`src/rtl/intr_ctrl.sv`:
```
// Vectored interrupt controller: synchronised rising-edge requests, software mask,
// fixed lowest-index priority, inta handshake and a 4-word register window.
//
// state    | meaning
// IDLE     | no request presented to the CPU
// REQ      | intr high, waiting for inta (or for the request to be withdrawn)
// SERVICE  | handler running, intr held low until an EOI write
module intr_ctrl #(
    parameter int unsigned N_SRC = 8
) (
    input  logic             clk,
    input  logic             clrn,
    input  logic [N_SRC-1:0] irq,
    input  logic             inta,
    output logic             intr,
    input  logic             sel,
    input  logic             we,
    input  logic [1:0]       addr,
    input  logic [31:0]      wdata,
    output logic [31:0]      rdata
);

    typedef enum logic [1:0] {
        ST_IDLE    = 2'd0,
        ST_REQ     = 2'd1,
        ST_SERVICE = 2'd2
    } state_t;

    localparam logic [1:0] A_PENDING = 2'd0;
    localparam logic [1:0] A_MASK    = 2'd1;
    localparam logic [1:0] A_VECTOR  = 2'd2;
    localparam logic [1:0] A_EOI     = 2'd3;

    logic [N_SRC-1:0] sync1_q, sync1_d;
    logic [N_SRC-1:0] sync2_q, sync2_d;
    logic [N_SRC-1:0] prev_q, prev_d;
    logic [N_SRC-1:0] pending_q, pending_d;
    logic [N_SRC-1:0] mask_q, mask_d;
    logic [4:0]       vec_id_q, vec_id_d;
    logic             vec_valid_q, vec_valid_d;
    logic             intr_q, intr_d;
    logic [31:0]      rdata_q, rdata_d;
    state_t           state_q, state_d;

    logic [N_SRC-1:0] irq_edge;
    logic [N_SRC-1:0] active;
    logic [N_SRC-1:0] win_oh;
    logic [N_SRC-1:0] ack_clr;
    logic [N_SRC-1:0] w1c_clr;
    logic [4:0]       win_id;
    logic             req;
    logic             bus_wr;
    logic             bus_rd;
    logic             eoi_wr;
    logic [31:0]      rd_val;
    logic             unused_wdata;

    assign unused_wdata = ^wdata[31:N_SRC];

    assign sync1_d  = irq;
    assign sync2_d  = sync1_q;
    assign prev_d   = sync2_q;
    assign irq_edge = sync2_q & ~prev_q;

    assign bus_wr = sel & we;
    assign bus_rd = sel & ~we;
    assign eoi_wr = bus_wr && (addr == A_EOI);

    // Arbitration always sees the registered pending/mask, i.e. pre-write values.
    assign active = pending_q & mask_q;
    assign req    = |active;

    always_comb begin
        win_id = '0;
        win_oh = '0;
        for (int i = N_SRC - 1; i >= 0; i--) begin
            if (active[i]) begin
                win_id    = 5'(i);
                win_oh    = '0;
                win_oh[i] = 1'b1;
            end
        end
    end

    always_comb begin
        state_d     = state_q;
        intr_d      = intr_q;
        vec_id_d    = vec_id_q;
        vec_valid_d = vec_valid_q;
        ack_clr     = '0;
        case (state_q)
            ST_IDLE: begin
                intr_d = 1'b0;
                if (req) begin
                    state_d = ST_REQ;
                    intr_d  = 1'b1;
                end
            end
            ST_REQ: begin
                if (inta) begin
                    state_d = ST_SERVICE;
                    intr_d  = 1'b0;
                    if (req) begin
                        vec_id_d    = win_id;
                        vec_valid_d = 1'b1;
                        ack_clr     = win_oh;
                    end else begin
                        vec_id_d    = '0;
                        vec_valid_d = 1'b0;
                    end
                end else if (!req) begin
                    state_d = ST_IDLE;
                    intr_d  = 1'b0;
                end
            end
            ST_SERVICE: begin
                intr_d = 1'b0;
                if (eoi_wr) begin
                    state_d = ST_IDLE;
                end
            end
            default: begin
                state_d = ST_IDLE;
                intr_d  = 1'b0;
            end
        endcase
    end

    always_comb begin
        w1c_clr = '0;
        mask_d  = mask_q;
        if (bus_wr && (addr == A_PENDING)) begin
            w1c_clr = wdata[N_SRC-1:0];
        end
        if (bus_wr && (addr == A_MASK)) begin
            mask_d = wdata[N_SRC-1:0];
        end
        // A new edge wins over a same-cycle clear of the same bit.
        pending_d = (pending_q & ~(ack_clr | w1c_clr)) | irq_edge;
    end

    always_comb begin
        rd_val = '0;
        case (addr)
            A_PENDING: rd_val = 32'(pending_q);
            A_MASK:    rd_val = 32'(mask_q);
            A_VECTOR:  rd_val = {vec_valid_q, 26'd0, vec_id_q};
            A_EOI:     rd_val = '0;
            default:   rd_val = '0;
        endcase
        rdata_d = bus_rd ? rd_val : rdata_q;
    end

    always_ff @(posedge clk or negedge clrn) begin
        if (!clrn) begin
            sync1_q     <= '0;
            sync2_q     <= '0;
            prev_q      <= '0;
            pending_q   <= '0;
            mask_q      <= '0;
            vec_id_q    <= '0;
            vec_valid_q <= 1'b0;
            intr_q      <= 1'b0;
            rdata_q     <= '0;
            state_q     <= ST_IDLE;
        end else begin
            sync1_q     <= sync1_d;
            sync2_q     <= sync2_d;
            prev_q      <= prev_d;
            pending_q   <= pending_d;
            mask_q      <= mask_d;
            vec_id_q    <= vec_id_d;
            vec_valid_q <= vec_valid_d;
            intr_q      <= intr_d;
            rdata_q     <= rdata_d;
            state_q     <= state_d;
        end
    end

    assign intr  = intr_q;
    assign rdata = rdata_q;

endmodule

```
`config.mk`:
```
export PLATFORM = sky130hd
export DESIGN_NAME = intr_ctrl
export DESIGN_NICKNAME = d
export VERILOG_FILES = /design/src/rtl/intr_ctrl.sv
export SDC_FILE = /design/constraint.sdc
export NUM_CORES = 1
export LEC_CHECK = 0
export CAP_MARGIN = 20
export CORE_MARGIN = 2
export CORE_UTILIZATION = 33
export CTS_CLUSTER_DIAMETER = 40
export DETAILED_ROUTE_END_ITERATION = 8
export HOLD_SLACK_MARGIN = 0.08
export MAX_ROUTING_LAYER = met4
export PLACE_DENSITY = 0.72
export SLEW_MARGIN = 20
export SYNTH_ARGS = -nofsm -noshare
export SYNTH_HDL_FRONTEND = slang
export SYNTH_SLANG_ARGS = --single-unit
```
`constraint.sdc`:
```
create_clock -name clk -period 3.95 [get_ports clk]
set_input_delay 0.9875 -clock clk [delete_from_list [all_inputs] [get_ports clk]]
set_output_delay 0.9875 -clock clk [all_outputs]
set_load 0.02 [all_outputs]
```
==> results.cfg <==
[outcome]
status = complete, no violations

[sta]
hold_viol = 0
worstMarginPinSlew_ns = 0.6810
rsz0062_at_grt = no
post-route-period-util_pct = 64.61
fin_worst_skew_ns = 0.01107
fin_tns_setup_ns = 0
hold_slack_ns = 0.3536
period_needed_ns = 2.552
fin_ws_ns = 1.398
maxSlewViolCount = 0
setup_viol = 0
slew_headroom_pct = 54.60
fmax_ghz = 0.3919

[run]
drv_cap = 0

[power_and_ir_drop]
p_leak_nw = 1.201
totalPowerFinal_mw = 1.361
combinationalPowerShare_pct = 23.5
power.share.clock_pct = 21.3
switchingPower_uw = 419.9
p_per_area_nw_per_um2 = 497.2
vdd_ir_drop_max_uv = 139.7
pwr-share-seq_pct = 55.2
sw_frac_of_total_pct = 30.85
p_int_uw = 941.3

[critical_path]
path_buf_inv = 1
crit_slowest_cell = clkdlybuf4s50_1
crit_family = simple AND/OR/NAND/NOR gates
r2r-end = pending_q[5]$_DFF_PN0_
critical_path.cell_chain = clkdlybuf4s50_1 -> nor3_2 -> nand2_1 -> a32o_1
crit_path_max_fanout = 13
worst_ep_arrival_time_ns = 2.75
crit_type = in2reg
regToRegSetupSlack_ns = 2.33
critPathLaunchType = input port
endpoint_kind = flop
critPathMaxStageDelay_ns = 0.71
rr_startpoint = mask_q[1]$_DFFE_PN0P_
worstPathRequired_ns = 4.15
r2r_cells = 4

[yosys]
synth_top_family_by_area = simple AND/OR/NAND/NOR gates
yosysSeqAreaShare_pct = 60.38
synth_ff_type = dfrtp_1
synth_xor_area_share_pct = 0
synth-simple-area-share_pct = 11.97
yosysWarnings = 0
synthAdderAreaFrac_pct = 0
synth_compound_area_share_pct = 10.84
synth-edff-count = 0
syn_area_per_cell_um2 = 11.90
synth.most_common_cell = dfrtp_1
syn-instance-count = 195
synth_mux_area_share_pct = 7.332
ys_types = 35
synth_top_cell_by_area = dfrtp_1
synth.top_cell.area_share_pct = 60.38
syn-cell-area_um2 = 2321
yosys-top-cells-count = 56 x dfrtp_1, 30 x nand2_1, 23 x buf_4
ys_seq_elements = 56
ys_top_cells_by_area = dfrtp_1 60%, buf_4 7.4%, nand2_1 4.9%
synth-async-reset-ratio_pct = 100.0

[placement]
dpl.hpwl_mm = 3.091
post-place-ws_ns = 1.002
gp_congestion = 0.8209
dp_cells = 320
place_area_um2 = 2660
portBuffers = 32

[routing]
vias = 1482
postRouteWirelength_mm = 4.093
via_per_inst = 4.532
drc_errors = 0
firstDrtPassIters = 4
ant_nets = 0
drtIter0Drc = 117
routedWlPerCell_um = 12.52

[worst_hold_path]
holdPathEnd = prev_d[0]$_DFF_PN0_
hold_class = reg2reg
min_from = sync1_q[0]$_DFF_PN0_
hold-path-cell-count = 0

[cts]
clock_sinks = 56
cts_buffers = 5
post-cts-setup-buffer-count = 0
htreeDepth = 2
cts.reportedPaths.clkPinSlew_ns = 0.08
clock_path_buffers = 2
cts_tree = done
cts.root.buffer_cell = clkbuf_8
clock_latency_ns = 0.31
cts_resized = 0
cts.hold.buffers_added = 0

[final_layout]
diodes = 0
fin_cells = 327
area_delta_synth_final_pct = 17.95
drive_gt1_share_pct = 5.628
layout.nets = 278
utilization_pct = 40.29
stdcell_area_um2 = 2738

[grt]
grt_pass1_wl_mm = 6.810
first_global_vias = 1488
grt_max_degree = 33
grt_usage_pct = 11.96
grt_overflow = 0
antenna_found_initial = 0

[die]
num_rows = 30
core_area_um2 = 6794
dieHeight_um = 87.87
die_x_um = 87.87
die_area_um2 = 7720
start_util_pct = 34.16
ioPinCount = 80
-- flip-flops by register name, summed over array words and instances (netlist names) --
name	cells
rdata	9
mask_q	8
pending_q	8
prev_d	8
prev_q	8
sync1_q	8
vec_id_q	3
state_q	2
intr	1
vec_valid_q	1
-- worst max-delay path by stage --
stage / depth (start not counted) / slack, ns / end / from
after floorplan: 3 / 2.00 / mask_q[0]$_DFFE_PN0P_ / addr[1]
after global placement: 4 / 1.08 / pending_q[1]$_DFF_PN0_ / addr[0]
after detailed placement: 4 / 1.00 / pending_q[4]$_DFF_PN0_ / addr[0]
after CTS: 4 / 1.33 / pending_q[1]$_DFF_PN0_ / addr[0]
after global routing: 4 / 1.14 / pending_q[1]$_DFF_PN0_ / addr[0]
final: 4 / 1.40 / pending_q[1]$_DFF_PN0_ / addr[0]
-- cell type report --
type,count,area [um2]
Tap cell,96,120.1
Fill cell,655,4056
Clock buffer,6,72.57
Clock inverter,1,5.005
Sequential cell,56,1401
Timing Repair Buffer,33,322.8
Inverter,8,30.03
Multi-Input combinational cell,127,785.8
-- cell usage in the layout (no fill, tap or decap), types with 2 or more instances in the layout --
cell type	instances
a22oi_1	3
and2_1	2
clkbuf_8	5
a211oi_1	3
inv_1	8
conb_1	23
a21oi_1	3
nor2_1	3
nand3b_1	2
nand2_1	30
nand2b_1	2
clkdlybuf4s50_1	31
dfrtp_1	56
a22o_1	3
nand3_1	3
mux2_1	8
nand4_1	2
o21ai_1	11
a32o_1	7
mux2i_1	8
-- cell families after synthesis --
logic type             after synthesis
DFF                                 56
and+or+nand+nor                     53
AOI/OAI and AO/OA                   35
buffers and inverters               34
muxes                               16
other                                1
-- power by group through the flow --
stage | combinational, mW | sequential, mW | clock (mW)
floorplan | 0.199 | 0.768 | 0
global placement | 0.313 | 0.757 | 0
detailed placement | 0.323 | 0.762 | 0
CTS | 0.323 | 0.751 | 0.304
global route | 0.357 | 0.767 | 0.327
finish | 0.319 | 0.752 | 0.290
-- metal layers --
metal  track usage (%)  share of wire (%)  wire (um)
met4             5.315                1.5         61
met2             17.91                 49       1989
met3             3.487                5.6        230
met1             15.06                 44       1811
met5                 -                  0          0
Note: power is estimated with default switching activity, not from simulation.
